[src/rtl/speck_pkg.sv]
// rtl/speck_pkg.sv - SPECK-128/128 constants, step state encoding and rotation helpers
package speck_pkg;

    localparam int WORD_W = 64;
    localparam int ALPHA  = 8;
    localparam int BETA   = 3;

    localparam logic [3:0] ST_IDLE    = 4'd0;
    localparam logic [3:0] ST_LOAD    = 4'd1;
    localparam logic [3:0] ST_COMPUTE = 4'd2;
    localparam logic [3:0] ST_DONE    = 4'd3;

    typedef enum logic [3:0] {
        S_IDLE    = ST_IDLE,
        S_LOAD    = ST_LOAD,
        S_COMPUTE = ST_COMPUTE,
        S_DONE    = ST_DONE
    } step_state_e;

    // Rotations on one SPECK word; a zero amount degenerates to the identity.
    function automatic logic [WORD_W-1:0] ror(input logic [WORD_W-1:0] v, input int sh);
        return (v >> sh) | (v << (WORD_W - sh));
    endfunction

    function automatic logic [WORD_W-1:0] rol(input logic [WORD_W-1:0] v, input int sh);
        return (v << sh) | (v >> (WORD_W - sh));
    endfunction

endpackage

[src/rtl/speck_step_fsm.sv]
// rtl/speck_step_fsm.sv - IDLE/LOAD/COMPUTE/DONE start/finished controller for one step engine
module speck_step_fsm
    import speck_pkg::*;
(
    input  logic       clk,
    input  logic       rst_n,
    input  logic       start,
    output logic       capture,
    output logic       compute,
    output logic       finished,
    output logic [3:0] state_code
);

    step_state_e state, state_next;

    // State register; reset wins over any start request.
    always_ff @(posedge clk) begin
        if (!rst_n) begin
            state <= S_IDLE;
        end else begin
            state <= state_next;
        end
    end

    // Next state and strobes; start is only honoured in IDLE and DONE.
    always_comb begin
        state_next = state;
        capture    = 1'b0;
        compute    = 1'b0;
        finished   = 1'b0;
        case (state)
            S_IDLE: begin
                if (start) begin
                    capture    = 1'b1;
                    state_next = S_LOAD;
                end
            end
            S_LOAD: begin
                state_next = S_COMPUTE;
            end
            S_COMPUTE: begin
                compute    = 1'b1;
                state_next = S_DONE;
            end
            S_DONE: begin
                finished = 1'b1;
                if (start) begin
                    capture    = 1'b1;
                    state_next = S_LOAD;
                end
            end
            default: begin
                state_next = S_IDLE;
            end
        endcase
    end

    assign state_code = state;

endmodule

[src/rtl/speck_round_decrypt.sv]
// rtl/speck_round_decrypt.sv - SPECK-128 key-step and decrypt-round engines (SPECK_ENC_EN adds encrypt mode)
module speck_round_decrypt
    import speck_pkg::ror, speck_pkg::rol;
#(
    parameter int WORD_W = speck_pkg::WORD_W,
    parameter int ALPHA  = speck_pkg::ALPHA,
    parameter int BETA   = speck_pkg::BETA,
    parameter int CTR_W  = 64
) (
    input  logic                  clk,
    input  logic                  rst_n,
    input  logic                  ks_start,
    input  logic [2*WORD_W-1:0]   ks_key,
    input  logic [CTR_W-1:0]      ks_round_ctr,
    output logic [2*WORD_W-1:0]   ks_out_key,
    output logic                  ks_finished,
    output logic [3:0]            ks_state,
    input  logic                  rd_start,
    input  logic [WORD_W-1:0]     rd_subkey,
    input  logic [2*WORD_W-1:0]   rd_ciphertext,
`ifdef SPECK_ENC_EN
    input  logic                  rd_encrypt,
`endif
    output logic [2*WORD_W-1:0]   rd_plaintext,
    output logic                  rd_finished,
    output logic [3:0]            rd_state
);

    logic ks_capture, ks_compute;
    logic rd_capture, rd_compute;

    logic [WORD_W-1:0]   ks_k_q, ks_l_q, ks_ctr_q;
    logic [WORD_W-1:0]   ks_k_next, ks_l_next;
    logic [2*WORD_W-1:0] ks_out_q;

    logic [WORD_W-1:0]   rd_x_q, rd_y_q, rd_key_q;
    logic [WORD_W-1:0]   rd_x_next, rd_y_next;
    logic [2*WORD_W-1:0] rd_out_q;

    speck_step_fsm u_ks_fsm (
        .clk        (clk),
        .rst_n      (rst_n),
        .start      (ks_start),
        .capture    (ks_capture),
        .compute    (ks_compute),
        .finished   (ks_finished),
        .state_code (ks_state)
    );

    speck_step_fsm u_rd_fsm (
        .clk        (clk),
        .rst_n      (rst_n),
        .start      (rd_start),
        .capture    (rd_capture),
        .compute    (rd_compute),
        .finished   (rd_finished),
        .state_code (rd_state)
    );

    // Key expansion step: only the low word of the round index enters the XOR.
    always_comb begin
        ks_l_next = (ror(ks_l_q, ALPHA) + ks_k_q) ^ ks_ctr_q;
        ks_k_next = rol(ks_k_q, BETA) ^ ks_l_next;
    end

    // Key-step datapath: capture on accepted start, result written once in COMPUTE.
    always_ff @(posedge clk) begin
        if (!rst_n) begin
            ks_k_q   <= '0;
            ks_l_q   <= '0;
            ks_ctr_q <= '0;
            ks_out_q <= '0;
        end else begin
            if (ks_capture) begin
                ks_k_q   <= ks_key[2*WORD_W-1:WORD_W];
                ks_l_q   <= ks_key[WORD_W-1:0];
                ks_ctr_q <= WORD_W'(ks_round_ctr);
            end
            if (ks_compute) begin
                ks_out_q <= {ks_k_next, ks_l_next};
            end
        end
    end

`ifdef SPECK_ENC_EN
    logic rd_enc_q;
    logic [WORD_W-1:0] enc_x, enc_y, dec_x, dec_y;

    // Both round directions are built; the mode latched with start picks one.
    always_comb begin
        dec_y     = ror(rd_x_q ^ rd_y_q, BETA);
        dec_x     = rol((rd_x_q ^ rd_key_q) - dec_y, ALPHA);
        enc_x     = (ror(rd_x_q, ALPHA) + rd_y_q) ^ rd_key_q;
        enc_y     = rol(rd_y_q, BETA) ^ enc_x;
        rd_x_next = rd_enc_q ? enc_x : dec_x;
        rd_y_next = rd_enc_q ? enc_y : dec_y;
    end

    // Mode flag is captured alongside the block and round key.
    always_ff @(posedge clk) begin
        if (!rst_n) begin
            rd_enc_q <= 1'b0;
        end else if (rd_capture) begin
            rd_enc_q <= rd_encrypt;
        end
    end
`else
    // Inverse round: undo the y update first, then recover x from it.
    always_comb begin
        rd_y_next = ror(rd_x_q ^ rd_y_q, BETA);
        rd_x_next = rol((rd_x_q ^ rd_key_q) - rd_y_next, ALPHA);
    end
`endif

    // Round datapath: capture on accepted start, result written once in COMPUTE.
    always_ff @(posedge clk) begin
        if (!rst_n) begin
            rd_x_q   <= '0;
            rd_y_q   <= '0;
            rd_key_q <= '0;
            rd_out_q <= '0;
        end else begin
            if (rd_capture) begin
                rd_x_q   <= rd_ciphertext[2*WORD_W-1:WORD_W];
                rd_y_q   <= rd_ciphertext[WORD_W-1:0];
                rd_key_q <= rd_subkey;
            end
            if (rd_compute) begin
                rd_out_q <= {rd_x_next, rd_y_next};
            end
        end
    end

    assign ks_out_key   = ks_out_q;
    assign rd_plaintext = rd_out_q;

endmodule

[config.mk]
export PLATFORM = sky130hd
export DESIGN_NAME = speck_round_decrypt
export DESIGN_NICKNAME = d
export VERILOG_FILES = /design/src/rtl/speck_pkg.sv /design/src/rtl/speck_step_fsm.sv /design/src/rtl/speck_round_decrypt.sv
export SDC_FILE = /design/constraint.sdc
export NUM_CORES = 2
export LEC_CHECK = 0
export BUFFER_PORTS_ARGS = -buffer_cell sky130_fd_sc_hd__buf_2
export CORE_MARGIN = 2
export CORE_UTILIZATION = 51
export CTS_BUF_LIST = sky130_fd_sc_hd__clkbuf_4 sky130_fd_sc_hd__clkbuf_8 sky130_fd_sc_hd__clkbuf_16
export CTS_CLUSTER_SIZE = 40
export DETAILED_ROUTE_END_ITERATION = 8
export PLACE_DENSITY = 0.75
export SKIP_LAST_GASP = 1
export SLEW_MARGIN = 20
export SYNTH_ARGS = -nofsm -noshare
export SYNTH_HDL_FRONTEND = slang
export SYNTH_HIERARCHICAL = 1
export SYNTH_SLANG_ARGS = --single-unit
[constraint.sdc]
create_clock -name clk -period 4.3 [get_ports clk]
set_input_delay 0.645 -clock clk [delete_from_list [all_inputs] [get_ports clk]]
set_output_delay 0.645 -clock clk [all_outputs]
set_load 0.01 [all_outputs]
* After elaboration in Yosys (flattened, before gate mapping)
Index checks and enable logic that the tools add are counted.
** Storage, ports and cells
- Flip-flop bits (word level) :: 648
- Memory bits (writable) :: 0
- Input port bits :: 388
- Memories kept :: 0
- Memory bits (read-only) :: 0
- Output and inout port bits :: 266
- Bits in latches :: 0
- Logic and storage cells :: 44
** Operators by class
- Bitwise operators :: 8
- Reduce and logical (&&, ||, !) cells :: 4
- $mul :: 0
- Equal/unequal tests :: 8
- $add $sub $neg :: 2
- Multiplexer cells :: 12
- Shift operators :: 0
- Order comparisons :: 0
- Div/mod/pow operators :: 0
** Operators with widths (count)
- XOR 64 bit :: 4
- adder 64 bit :: 1
- bitwise OR 56 x 64 -> 64 bit :: 1
- bitwise OR 61 x 64 -> 64 bit :: 1
- bitwise OR 64 x 3 -> 64 bit :: 1
- bitwise OR 64 x 8 -> 64 bit :: 1
- subtractor 64 bit :: 1
- one-hot mux 4 bit (3 select lines) :: 2
- equality test 4 x 2 -> 1 bit, second input constant :: 4
- equality test 4 x 1 -> 1 bit, second input constant :: 2
- zero test 4 bit :: 2
- two-way mux 1 bit :: 8
- two-way mux 4 bit :: 2
- != test 2 x 1 -> 1 bit, second input constant :: 2
- OR reduction 2 bit :: 2

* Depth between registers and ports, before layout
- Depth after elaboration :: 4
- Depth in mapped cells :: 15
- Gate-level depth less buffers :: 15

* Cells and area by module
Netlist, hierarchy kept.
** By module, submodules not included
- speck_round_decrypt :: sequential area each 12812.3 µm², area each 31919.4 µm², cells an instance 3535, instances 1
- speck_step_fsm :: sequential area each 40.0 µm², area each 147.6 µm², cells an instance 17, instances 2

* Worst setup path before layout
OpenSTA, ideal clock, no wires.
- Path kind :: reg2reg
- Start :: register rd_x_q[3]
- End :: register rd_out_q[120], in the netlist rd_plaintext[120]
- Data arrival time :: 3.198 ns
- Period minus slack after synthesis :: 3.320 ns
- Path buffers :: 0
- Required time :: 4.178 ns
- Library setup time :: 0.122 ns
- Path slack :: 0.980 ns
- Stages on the path, launching flop included :: 16
- Cells stage by stage :: dfxtp_1 > xor2_1 > ha_1 > inv_1 > fa_1 > a211oi_1 > o21ai_1 > a21oi_1 > o31ai_1 > a22o_1 > or2_1 > nor2b_1 > a21oi_1 > nor2_1 > mux2i_1 > a311o_1
** On the way
- Longest elaborated chain between the ends :: 4
** Ends and longest elaborated chain
- start, declared :: line speck_round_decrypt.sv:36 : logic [WORD_W-1:0] rd_x_q, rd_y_q, rd_key_q;
- start signal, assigned :: line speck_round_decrypt.sv:124 : rd_x_q <= rd_ciphertext[2*WORD_W-1:WORD_W];
- XOR 64 bit :: line speck_round_decrypt.sv:110 : rd_y_next = ror(rd_x_q ^ rd_y_q, BETA);
- bitwise OR 61 x 64 -> 64 bit :: line speck_pkg.sv:22 : return (v >> sh) | (v << (WORD_W - sh));
- via rd_y_next[0] :: line speck_round_decrypt.sv:37 : logic [WORD_W-1:0] rd_x_next, rd_y_next;
- subtractor 64 bit :: line speck_round_decrypt.sv:111 : rd_x_next = rol((rd_x_q ^ rd_key_q) - rd_y_next, ALPHA);
- bitwise OR 64 x 8 -> 64 bit :: line speck_pkg.sv:26 : return (v << sh) | (v >> (WORD_W - sh));
- end signal, assigned :: line speck_round_decrypt.sv:129 : rd_out_q <= {rd_x_next, rd_y_next};
- end, declared :: line speck_round_decrypt.sv:38 : logic [2*WORD_W-1:0] rd_out_q;
The timed path passes the listed nets, and every way through them passes these cells.
A chain may end at the register's enable or synchronous reset.

* Worst setup path after layout
- Start :: register rd_x_q[3]
- End :: register rd_out_q[66], in the netlist rd_plaintext[66]
Same word-level chain as after synthesis.

==> results.py <==
metrics = {
    "sta": {
        "slew_headroom": 0.174,
        "setup_viol": 0,
        "skew_ns": 0.0178,
        "hold_viol_final": 0,
        "worst_slack_ns": 0.425,
        "fmax_ghz": 0.258,
        "period_minus_slack_ns": 3.87,
        "tightest_slew_ns": 1.24,
        "finalSetupTns_ns": 0,
        "maxSlewViolCount": 0,
        "rsz0062_at_grt": "no",
        "fin_crit_sh": 0.901,
        "whs_ns": 0.268,
    },
    "worst_setup_path": {
        "cp-end-kind": "register",
        "crit_top_cell": "o21ai_1",
        "rr_worst_depth": 15,
        "cp_top_family": "compound AO/OA/AOI/OAI gates",
        "worstPathRequired_ns": 4.79,
        "crit_fanout": 4,
        "critPathKind": "reg -> reg",
        "critPathBufInv": 1,
        "slowest_delay_ns": 0.44,
        "reg2reg_slack_ns": 0.43,
        "slowest_stage": "fa_1",
        "reg2reg_from": "rd_x_q[3]",
        "crit_arrival_ns": 4.36,
        "crit_path_start_kind": "register",
        "r2r-end": "rd_plaintext[66]",
        "crit_chain": "xor2_1, ha_1, inv_1, fa_1, a211oi_1, o21ai_1, a21oi_1, o31a_1, nor3b_1, nor2_1, o21a_1, o211ai_1, a31oi_1, a21o_1, o21ai_1",
    },
    "clocking": {
        "post_cts.repair.setup_buffers": 0,
        "holdBufCountCts": 0,
        "clockBufferDepth": 3,
        "clock-sinks": 644,
        "post_cts_resized": 0,
        "path_clk_slew_ns": 0.06,
        "cts_made_buffers": 71,
        "clock-root-buffer": "clkbuf_16",
        "worstSkewPairLatency_ns": 0.61,
        "tritoncts": "done",
        "htree_levels": 3,
    },
    "routing": {
        "dr.pass1.iters": 9,
        "drc_errors": 1,
        "wl_per_cell_um": 20.6,
        "drt_iter0_markers": 2409,
        "vias_per_cell": 5.58,
        "num_vias": 27900,
        "wl_um": 103000,
        "drtAntennaViolNets": 0,
    },
    "placement": {
        "gp_congestion": 0.950,
        "hpwlAfterDp_um": 77900,
        "io_buffers": 649,
        "pre_cts_slack_ns": 0.491,
        "place_area_mm2": 0.0360,
        "dp_cells": 4857,
    },
    "global_routing": {
        "grtUsageTotal": 0.303,
        "grt_pass1_wl_um": 157000,
        "gr-total-overflow": 0,
        "antenna_found_initial": 23,
        "grt_start_max_net_pins": 174,
        "first_global_vias": 27000,
    },
    "synth": {
        "syn_area_mm2": 0.0322,
        "ys.flop_type": "dfxtp_1",
        "synthDistinctLibCells": 84,
        "synthCells": 3569,
        "ys_async_sr_fraction": 0,
        "yosys_warnings": 6,
        "yosys_register_bits": 644,
        "synth-edff-count": 0,
        "avgSynthCellArea_um2": 9.03,
        "synth_seq_area_share": 0.400,
    },
    "floorplanning": {
        "dieWidth_um": 255,
        "die_h_um": 255,
        "start_util": 0.514,
        "fp.coreArea_mm2": 0.0627,
        "io_pins": 654,
        "die_area_mm2": 0.0652,
        "rows": 92,
    },
    "power_and_ir_drop": {
        "powerDensity_mw_per_mm2": 759,
        "leakage_nw": 17.1,
        "power_mw": 29.2,
        "vdd.ir_drop.worst_mv": 0.441,
    },
    "run_status": {
        "violations": "design-rule violations",
        "status": "complete, but fails checks",
    },
    "min_path": {
        "min_path_cells": 3,
        "holdCritPathClass": "in -> reg",
        "min_from": "rd_ciphertext[61]",
        "hold-path-endpoint": "rd_y_q[61]",
    },
    "layout": {
        "area_growth_pct": 19.2,
        "fin_cells": 5000,
        "finish.utilization": 0.612,
        "nNetsFinal": 4606,
        "layout-drive-gt1-share": 0.201,
        "final_common_cell": "nor2_1",
        "most-common-layout-cells": "667 x nor2_1, 649 x buf_2, 644 x dfxtp_1, 471 x mux2i_1, 240 x xnor2_1",
        "post-route-cell-area_mm2": 0.0384,
    },
    "job": {
        "drv_cap": 0,
    },
}
==> sequential cells by signal (all words and copies together), names as in the netlist <==
signal               flops
ks_l_q                  64
rd_x_q                  64
ks_out_key             128
ks_k_q                  64
rd_key_q                64
rd_plaintext           128
u_ks_fsm/state_code      2
u_rd_fsm/state_code      2
ks_ctr_q                64
rd_y_q                  64
==> cells in the mapped netlist (all sizes together), types with 9 or more instances <==
master	count	area [um^2]
and2	11	71.3
inv	37	139
mux2i	471	4710
dfxtp	644	12900
o211ai	12	90.1
nand2	148	556
and3	13	91.3
buf	32	150
o21a	29	218
nor2	667	2500
xor2	114	998
nand4	51	319
nor2b	19	119
a31oi	24	156
o31ai	12	95.1
a211oi	118	896
a21o	66	495
o21bai	32	240
nand2b	12	75.1
o21ai	110	551
clkbuf	200	751
nor4	9	77.6
nand3	48	240
a311oi	9	78.8
a21oi	189	946
xnor2	241	2120
nor3	23	115
ha	132	1650
==> logic make-up after synthesis <==
group,share of synthesized area
multiplexers,0.149
other,0.000233
AND/OR/NAND/NOR,0.136
flip-flops,0.400
buffers and inverters,0.0324
XOR/XNOR,0.0982
AO/OA/AOI/OAI,0.132
adder cells (fa/ha/maj),0.0525
==> per-layer routing <==
metal,vias to the layer above,part of all wire,track usage
li1,13500,-,-
met1,13200,0.40,0.368
met2,1060,0.48,0.518
met3,202,0.082,0.0727
met4,16,0.036,0.117
met5,-,0.00097,0
==> worst max path at each step <==
stage | slack [ns] | end | start | depth (start not counted)
final | 0.43 | rd_plaintext[66] | rd_x_q[3] | 15
after global routing | 0.11 | rd_plaintext[70] | rd_x_q[3] | 15
after CTS | 0.45 | rd_plaintext[70] | rd_x_q[3] | 15
after detailed placement | 0.49 | rd_plaintext[69] | rd_x_q[1] | 13
after global placement | 0.53 | rd_plaintext[69] | rd_x_q[1] | 13
after floorplan | 0.98 | rd_plaintext[120] | rd_x_q[3] | 15
==> where the power goes <==
part / total, mW / switching [mW] / internal (mW) / leakage (nW)
sequential: 8.54 / 1.07 / 7.47 / 5.27
clock: 6.31 / 2.57 / 3.74 / 1.21
combinational: 14.3 / 8.37 / 5.94 / 10.6
total: 29.2 / 12.0 / 17.1 / 17.1
==> worst reg2reg max path, stage by stage (launching register included) <==
cell	delay (ns)
dfxtp_1	0.37
xor2_1	0.21
ha_1	0.20
inv_1	0.06
fa_1	0.44
a211oi_1	0.38
o21ai_1	0.17
a21oi_1	0.29
o31a_1	0.27
nor3b_1	0.08
nor2_1	0.28
o21a_1	0.26
o211ai_1	0.14
a31oi_1	0.37
a21o_1	0.18
o21ai_1	0.05
==> area by class of cell <==
| class | instances | area (um^2) |
|---|---|---|
| sequential | 644 | 12900 |
| fill | 5376 | 24300 |
| inverter | 38 | 150 |
| timing repair buffer | 672 | 3550 |
| clock inverter | 28 | 305 |
| antenna | 15 | 37.5 |
| multi-input combinational | 2657 | 18300 |
| clock buffer | 100 | 2100 |
| tap | 846 | 1060 |
No activity file was read; power rests on OpenSTA's default activity.
